<file path="src/rtl/vend_sequencer.sv">
// Coin-accumulator transaction controller: sums coins, compares the total against a
// price latched at transaction start, and issues one-cycle dispense/change results.
//
// state      | meaning
// IDLE       | clear total, latch price, arm timer
// WAIT_LOW   | wait for a coin, cancel or inactivity timeout
// ADD        | add the coin value once, flag overflow
// WAIT_HIGH  | wait for the coin to leave the sensor
// CHECK      | compare total with latched price
// VEND       | dispense pulse, change = total - price
// REFUND     | change = total (cancel or timeout)
module vend_sequencer #(
  parameter int W       = 8,
  parameter int TIMEOUT = 1000,
  parameter int TW      = 10
) (
  input  logic         clk,
  input  logic         rst,
  input  logic         x,
  input  logic [W-1:0] value,
  input  logic [W-1:0] price,
  input  logic         cancel,
  output logic [W-1:0] tot,
  output logic [W-1:0] change,
  output logic         change_valid,
  output logic         dispense,
  output logic         err_ovf,
  output logic         busy
);

  typedef enum logic [2:0] {
    S_IDLE, S_WAIT_LOW, S_ADD, S_WAIT_HIGH, S_CHECK, S_VEND, S_REFUND
  } state_t;

  // Timer counts down the remaining idle cycles; zero means the last allowed one.
  localparam logic [TW-1:0] TIMER_LOAD = TW'(TIMEOUT - 1);

  state_t         state, state_next;
  logic [W-1:0]   price_q, price_q_next;
  logic [W-1:0]   tot_next, change_next;
  logic [TW-1:0]  timer, timer_next;
  logic           change_valid_next, dispense_next, err_ovf_next, busy_next;
  logic [W:0]     sum;
  logic           tot_nz;

  always_comb begin
    state_next        = state;
    price_q_next      = price_q;
    tot_next          = tot;
    change_next       = change;
    timer_next        = timer;
    change_valid_next = 1'b0;
    dispense_next     = 1'b0;
    err_ovf_next      = 1'b0;
    sum               = {1'b0, tot} + {1'b0, value};
    tot_nz            = (tot != '0);

    case (state)
      S_IDLE: begin
        tot_next     = '0;
        price_q_next = price;
        timer_next   = TIMER_LOAD;
        state_next   = S_WAIT_LOW;
      end
      S_WAIT_LOW: begin
        if (cancel && tot_nz) begin
          state_next = S_REFUND;
        end else if (tot_nz && (timer == '0)) begin
          state_next = S_REFUND;
        end else if (!x) begin
          state_next = S_ADD;
        end else if (tot_nz) begin
          timer_next = timer - TW'(1);
        end
      end
      S_ADD: begin
        if (sum[W]) begin
          err_ovf_next = 1'b1;
        end else begin
          tot_next = sum[W-1:0];
        end
        timer_next = TIMER_LOAD;
        state_next = S_WAIT_HIGH;
      end
      S_WAIT_HIGH: begin
        if (x) state_next = S_CHECK;
      end
      S_CHECK: begin
        if ((price_q != '0) && (tot >= price_q)) state_next = S_VEND;
        else                                     state_next = S_WAIT_LOW;
      end
      S_VEND: begin
        dispense_next     = 1'b1;
        change_next       = tot - price_q;
        change_valid_next = 1'b1;
        state_next        = S_IDLE;
      end
      S_REFUND: begin
        change_next       = tot;
        change_valid_next = 1'b1;
        state_next        = S_IDLE;
      end
      default: state_next = S_IDLE;
    endcase

    busy_next = (state_next == S_ADD) || (state_next == S_WAIT_HIGH) ||
                (state_next == S_CHECK) || (state_next == S_VEND) ||
                (state_next == S_REFUND);
  end

  always_ff @(posedge clk) begin
    if (rst) begin
      state        <= S_IDLE;
      price_q      <= '0;
      tot          <= '0;
      change       <= '0;
      timer        <= '0;
      change_valid <= 1'b0;
      dispense     <= 1'b0;
      err_ovf      <= 1'b0;
      busy         <= 1'b0;
    end else begin
      state        <= state_next;
      price_q      <= price_q_next;
      tot          <= tot_next;
      change       <= change_next;
      timer        <= timer_next;
      change_valid <= change_valid_next;
      dispense     <= dispense_next;
      err_ovf      <= err_ovf_next;
      busy         <= busy_next;
    end
  end

endmodule
</file>
<file path="config.mk">
export PLATFORM = sky130hd
export DESIGN_NAME = vend_sequencer
export DESIGN_NICKNAME = d
export VERILOG_FILES = /design/src/rtl/vend_sequencer.sv
export SDC_FILE = /design/constraint.sdc
export NUM_CORES = 1
export LEC_CHECK = 0
export ABC_AREA = 1
export CAP_MARGIN = 30
export CORE_MARGIN = 2
export CORE_UTILIZATION = 49
export CTS_BUF_LIST = sky130_fd_sc_hd__clkbuf_8 sky130_fd_sc_hd__clkbuf_16
export DETAILED_ROUTE_END_ITERATION = 6
export PLACE_DENSITY_LB_ADDON = 0.12
export SETUP_SLACK_MARGIN = 0.4
export SLEW_MARGIN = 0
export SYNTH_ARGS = -nofsm -noshare
export SYNTH_HDL_FRONTEND = slang
export SYNTH_SLANG_ARGS = --single-unit
</file>
<file path="constraint.sdc">
create_clock -name clk -period 1.71 [get_ports clk]
set_input_delay 0.2565 -clock clk [delete_from_list [all_inputs] [get_ports clk]]
set_output_delay 0.2565 -clock clk [all_outputs]
set_load 0.01 [all_outputs]
</file>
After elaboration in Yosys (flattened, before gate mapping)
Cells that the tools add are included.

operators by class
  multiplexer cells = 17
  bitwise operators = 1
  reduce and logical (&&, ||, !) cells = 19
  eq/ne operators = 16
  $add $sub $neg = 3
  magnitude comparators = 1

operators with widths
  kind                   number
  $mux 10                4
  $pmux 8 s2             2
  $pmux 10 s2            1
  $eq 3x3->1 const B     6
  $reduce_bool 8->1      2
  $mux 3                 5
  $pmux 3 s5             1
  $eq 3x2->1 const B     4
  $logic_not 10->1       1
  $ne 2x2->1 const B     5
  $sub 10x1->10 const B  1
  $add 8x8->9            1
  $ge 8x8->1             1
  $mux 8                 1
  $sub 8x8->8            1
  $reduce_bool 2->1      3
  $reduce_or 2->1        3
  $reduce_and 5->1       1
  $logic_or 1x1->1       4
  $eq 3x1->1 const B     1
  $logic_and 1x1->1      3
  $logic_not 3->1        1
  $mux 1                 3
  $reduce_and 2->1       1
  $not 1->1              1

storage, ports and cells
  output and inout port bits = 20
  flip-flop bits (word level) = 41

Logic depth before layout (Yosys ltp)
  depth in word-level cells = 10
  depth in mapped cells = 11

Worst setup path after synthesis
Ideal clock, no wire load.

  path type = register to register
  start = register tot[0]
  end = register tot[7]
  setup time = 0.115 ns
  arrival = 1.678 ns
  data required time = 1.595 ns
  stages on the path, launching flop included = 11
  path slack = -0.083 ns
  clock period less this slack = 1.793 ns
  path through = dfxtp_1 -> ha_1 -> fa_1 -> nand3_1 -> nand3_1 -> nand2_1 -> nand3_4 -> nand2_4 -> o21ai_1 -> inv_1 -> nor2_1

on the way
  word-level cells in the longest chain between the ends = 3
  elaborated cells between the ends (all ways) = 5

ends and longest elaborated chain
  element                                         line  RTL
  start: declaration                              23    output logic [W-1:0] tot,
  start signal: assignment                        125   tot <= tot_next;
  $add 8x8->9 *                                   55    sum = {1'b0, tot} + {1'b0, value};
  $mux 8 or $ne 2x2->1 (tied branches)            n/a
  $pmux 8 s2 or $reduce_and 2->1 (tied branches)  n/a

Mark *: on every way between the ends. The rest lies on a longest branch, timed or not. The select of a mux whose other input is x is not followed.
A chain may end at the register's enable or synchronous reset.

Worst setup path after layout
  start = register tot[0]
  end = register tot[6]

The elaborated chain is that of the path after synthesis.

==> flow_summary.ini <==
[pwr]
switching_share_pct = 47.8
power_density_nw_per_um2 = 1800
switchingPower_mw = 3.51
vdd_drop_max_mv = 1.09
clkPwrFrac_pct = 9.8
leakagePower_nw = 1.86
pwr-share-comb_pct = 66.7
p_seq_share_pct = 23.5
internal_power_mw = 3.82

[placement]
gp_congestion = 0.847
place_ws_ns = -0.318
dp.cells = 526
dp_hpwl_um = 5230
io_buffers = 39

[setup_path]
path_cells = ha_4 -> fa_2 -> nand3_2 -> nand3_2 -> nand2_2 -> nand3_4 -> nand2_4 -> nand2_1 -> nand2_1 -> nor2_1
slowest_stage = dfxtp_4
r2r-start = tot[0]
ff2ff_setup_slack_ns = 0.1
rr_endpoint = tot[6]
cp.arrival_ns = 1.81
crit_fanout = 6
crit_path_end_kind = flip-flop
required_ns = 1.91
slowest_delay_ns = 0.37
ff2ff_path_depth = 10
critPathKind = flip-flop to flip-flop
start_kind = flip-flop

[cts]
htreeDepth = 2
root_buffer = clkbuf_8
cts_tree = done
cts_buffer_depth = 2
clock-sinks = 41
clkTransAtPathRegs_ns = 0.08
ctsHoldBuffers = 0
cts-buffers-inserted = 5
clkLatencyLatePin_ns = 0.30

[grt]
grt_pass1_vias = 2664
grt_overflow_total = 0
antenna_found_initial = 0
grt_first_pass_wirelength_um = 12200
track_usage_pct = 24.6
grt_max_degree = 21

[die]
core-area_um2 = 5470
die_h_um = 78.9
io_pins = 40
start_util_pct = 50.3
rows = 27
die_w_um = 78.9
dieArea_um2 = 6230

[drt]
vias_per_cell = 5.19
drt_iter0_drc = 136
drc = 0
wl_per_cell_um = 14.1
via_count = 2856
antenna_left = 0
routed_wl_um = 7730
first_pass_iters = 4

[hold_path]
hold_depth = 2
hold_end = change[3]
hp-start = change[3]
hp-class = flip-flop to flip-flop

[sta]
worst_slew_pin_slew_ns = 0.337
slew_viol_final = 0
rsz0062_at_grt = true
finalCriticalPeriod_ns = 1.61
max_slew_margin_pct = 77.4
setup_viol = 0
finClkSkew_ns = 0.00706
finalWorstSetupSlack_ns = 0.0950
fmax_mhz = 619
post-route-period-util_pct = 94.4
finalHoldViolCount = 0

[synthesis]
synth_nets = 440
synth_warnings = 0
syn-instance-count = 400
avgSynthCellArea_um2 = 6.88
syn-cell-area_um2 = 2750
synthAdderAreaFrac_pct = 9.64
synthSimpleGateAreaFrac_pct = 37.1
synth_compound_area_share_pct = 13.4
synth_top_family_by_area = simple AND/OR/NAND/NOR gates
muxShareOfSynthArea_pct = 0
synth-seq-cells = 41
synth_seq_area_share_pct = 29.8
synthXorXnorAreaFrac_pct = 1.91
synth_cell_types = 38

[cells_and_area]
final_cell_mix = 87 x nand2_1, 40 x nor2_1, 36 x inv_1
final_common_cell = nand2_1
fill_cells = 438
nNetsFinal = 518
fin_cells = 550
num_antenna_cells = 0
drive_above_1_share_pct = 32.8
area_growth_pct = 47.7

[job]
cap_violations = 0

[run_status]
status = complete, no violations
-- power by group through the flow --
| stage | registers (mW) | clock network, mW | logic (mW) |
|---|---|---|---|
| after floorplan | 1.57 | 0 | 2.89 |
| after CTS | 1.65 | 0.735 | 4.25 |
| after detailed placement | 1.62 | 0 | 3.80 |
| after global placement | 1.61 | 0 | 3.71 |
| after global routing | 1.76 | 0.760 | 5.37 |
| final | 1.72 | 0.718 | 4.89 |
-- worst max-delay path by stage --
stage	from	end
after global placement	value[0]	tot[7]
after detailed placement	value[0]	tot[6]
final	tot[0]	tot[6]
after CTS	tot[0]	busy
after floorplan	tot[0]	tot[7]
after global routing	tot[0]	busy
-- routing by layer --
metal / up-vias / share of wire (%) / GRT usage (%)
met3: 12 / 4.1 / 3.52
met1: 1307 / 44 / 30.7
met4: 0 / 1.6 / 7.93
met5: - / 0 / 0
met2: 70 / 50 / 43.7
li1: 1467 / - / -
-- flip-flops by register name (all words and copies together), names as in the netlist --
register and flops:
timer 10, state 3, tot 8, change_valid 1, busy 1, dispense 1
change 8, err_ovf 1, price_q 8
-- metrics by stage --
step	hold slack, ns	power, mW	area, um^2	utilization [%]	TNS [ns]
finish	0.482	7.33	4060	74.2	0
floorplan	0.334	4.47	2870	-	0
global route	0.504	7.89	4060	74.2	0
global placement	0.461	5.31	3470	63.4	-1.88
detailed placement	0.483	5.42	3470	63.4	-2.32
CTS	0.485	6.64	3780	69.1	0
-- timing repair --
item                                    CTS  global route
resized for setup                        61            62
pin swaps                                18            26
endpoints found under the setup margin   57            43
buffers inserted                          7             7
cloned                                    3             0
-- synthesized netlist by cell type --
cell      number  area (um^2)
or2_2          4         25.0
buf_2          2         10.0
a21o_1         1         7.51
clkinv_1       1         3.75
clkbuf_1       2         7.51
o221ai_1       1         8.76
a211oi_1       1         7.51
nor2_1        48          180
o21bai_1       3         22.5
nand2_1       94          353
dfxtp_1       41          821
inv_2          5         18.8
nand3b_1       4         30.0
nor2_8         1         20.0
ha_1          18          225
a21oi_2        9         78.8
inv_1         42          158
nor2_2         1         6.26
nand3_1       39          195
nand2_2        9         56.3
a31oi_1        7         43.8
xor2_1         3         26.3
inv_6          1         8.76
nand2_8        1         20.0
nand4_1        5         31.3
nor2_4         2         22.5
nand3_4        1         17.5
buf_6          1         11.3
and2_4         1         8.76
nor3_4         1         16.3
inv_4          1         6.26
o21ai_0       11         55.1
xnor2_1        3         26.3
nand2_4        2         22.5
a21oi_1       24          120
nor3_1         3         15.0
fa_1           2         40.0
o21ai_1        5         25.0
-- critical path: cells and delay by family (launching register included) --
| kind | cells | cell delay [ns] |
|---|---|---|
| flip-flops | 1 | 0.37 |
| AND/OR/NAND/NOR | 8 | 0.64 |
| adder cells (fa/ha/maj) | 2 | 0.50 |
-- cells by family (layout without fill, tap and decap cells) --
family                     after synthesis  count (layout)
buffers and inverters                   55             130
xor gates and xnor gates                 6               6
and+or+nand+nor                        216             219
DFF                                     41              41
AOI/OAI and AO/OA                       62              62
adders and majority gates               20              20
-- layout make-up --
| cell class | instances | area (um^2) | area share (%) |
|---|---|---|---|
| flip-flops and latches | 41 | 870 | 21.4 |
| clock inverters | 1 | 5.00 | 0.123 |
| inverters | 50 | 205 | 5.05 |
| well taps | 72 | 90.1 | 2.22 |
| repair buffers | 73 | 648 | 16.0 |
| clock buffers | 6 | 93.8 | 2.31 |
| multi-input cells | 307 | 2150 | 52.9 |
(Power assumes the default switching activity.)
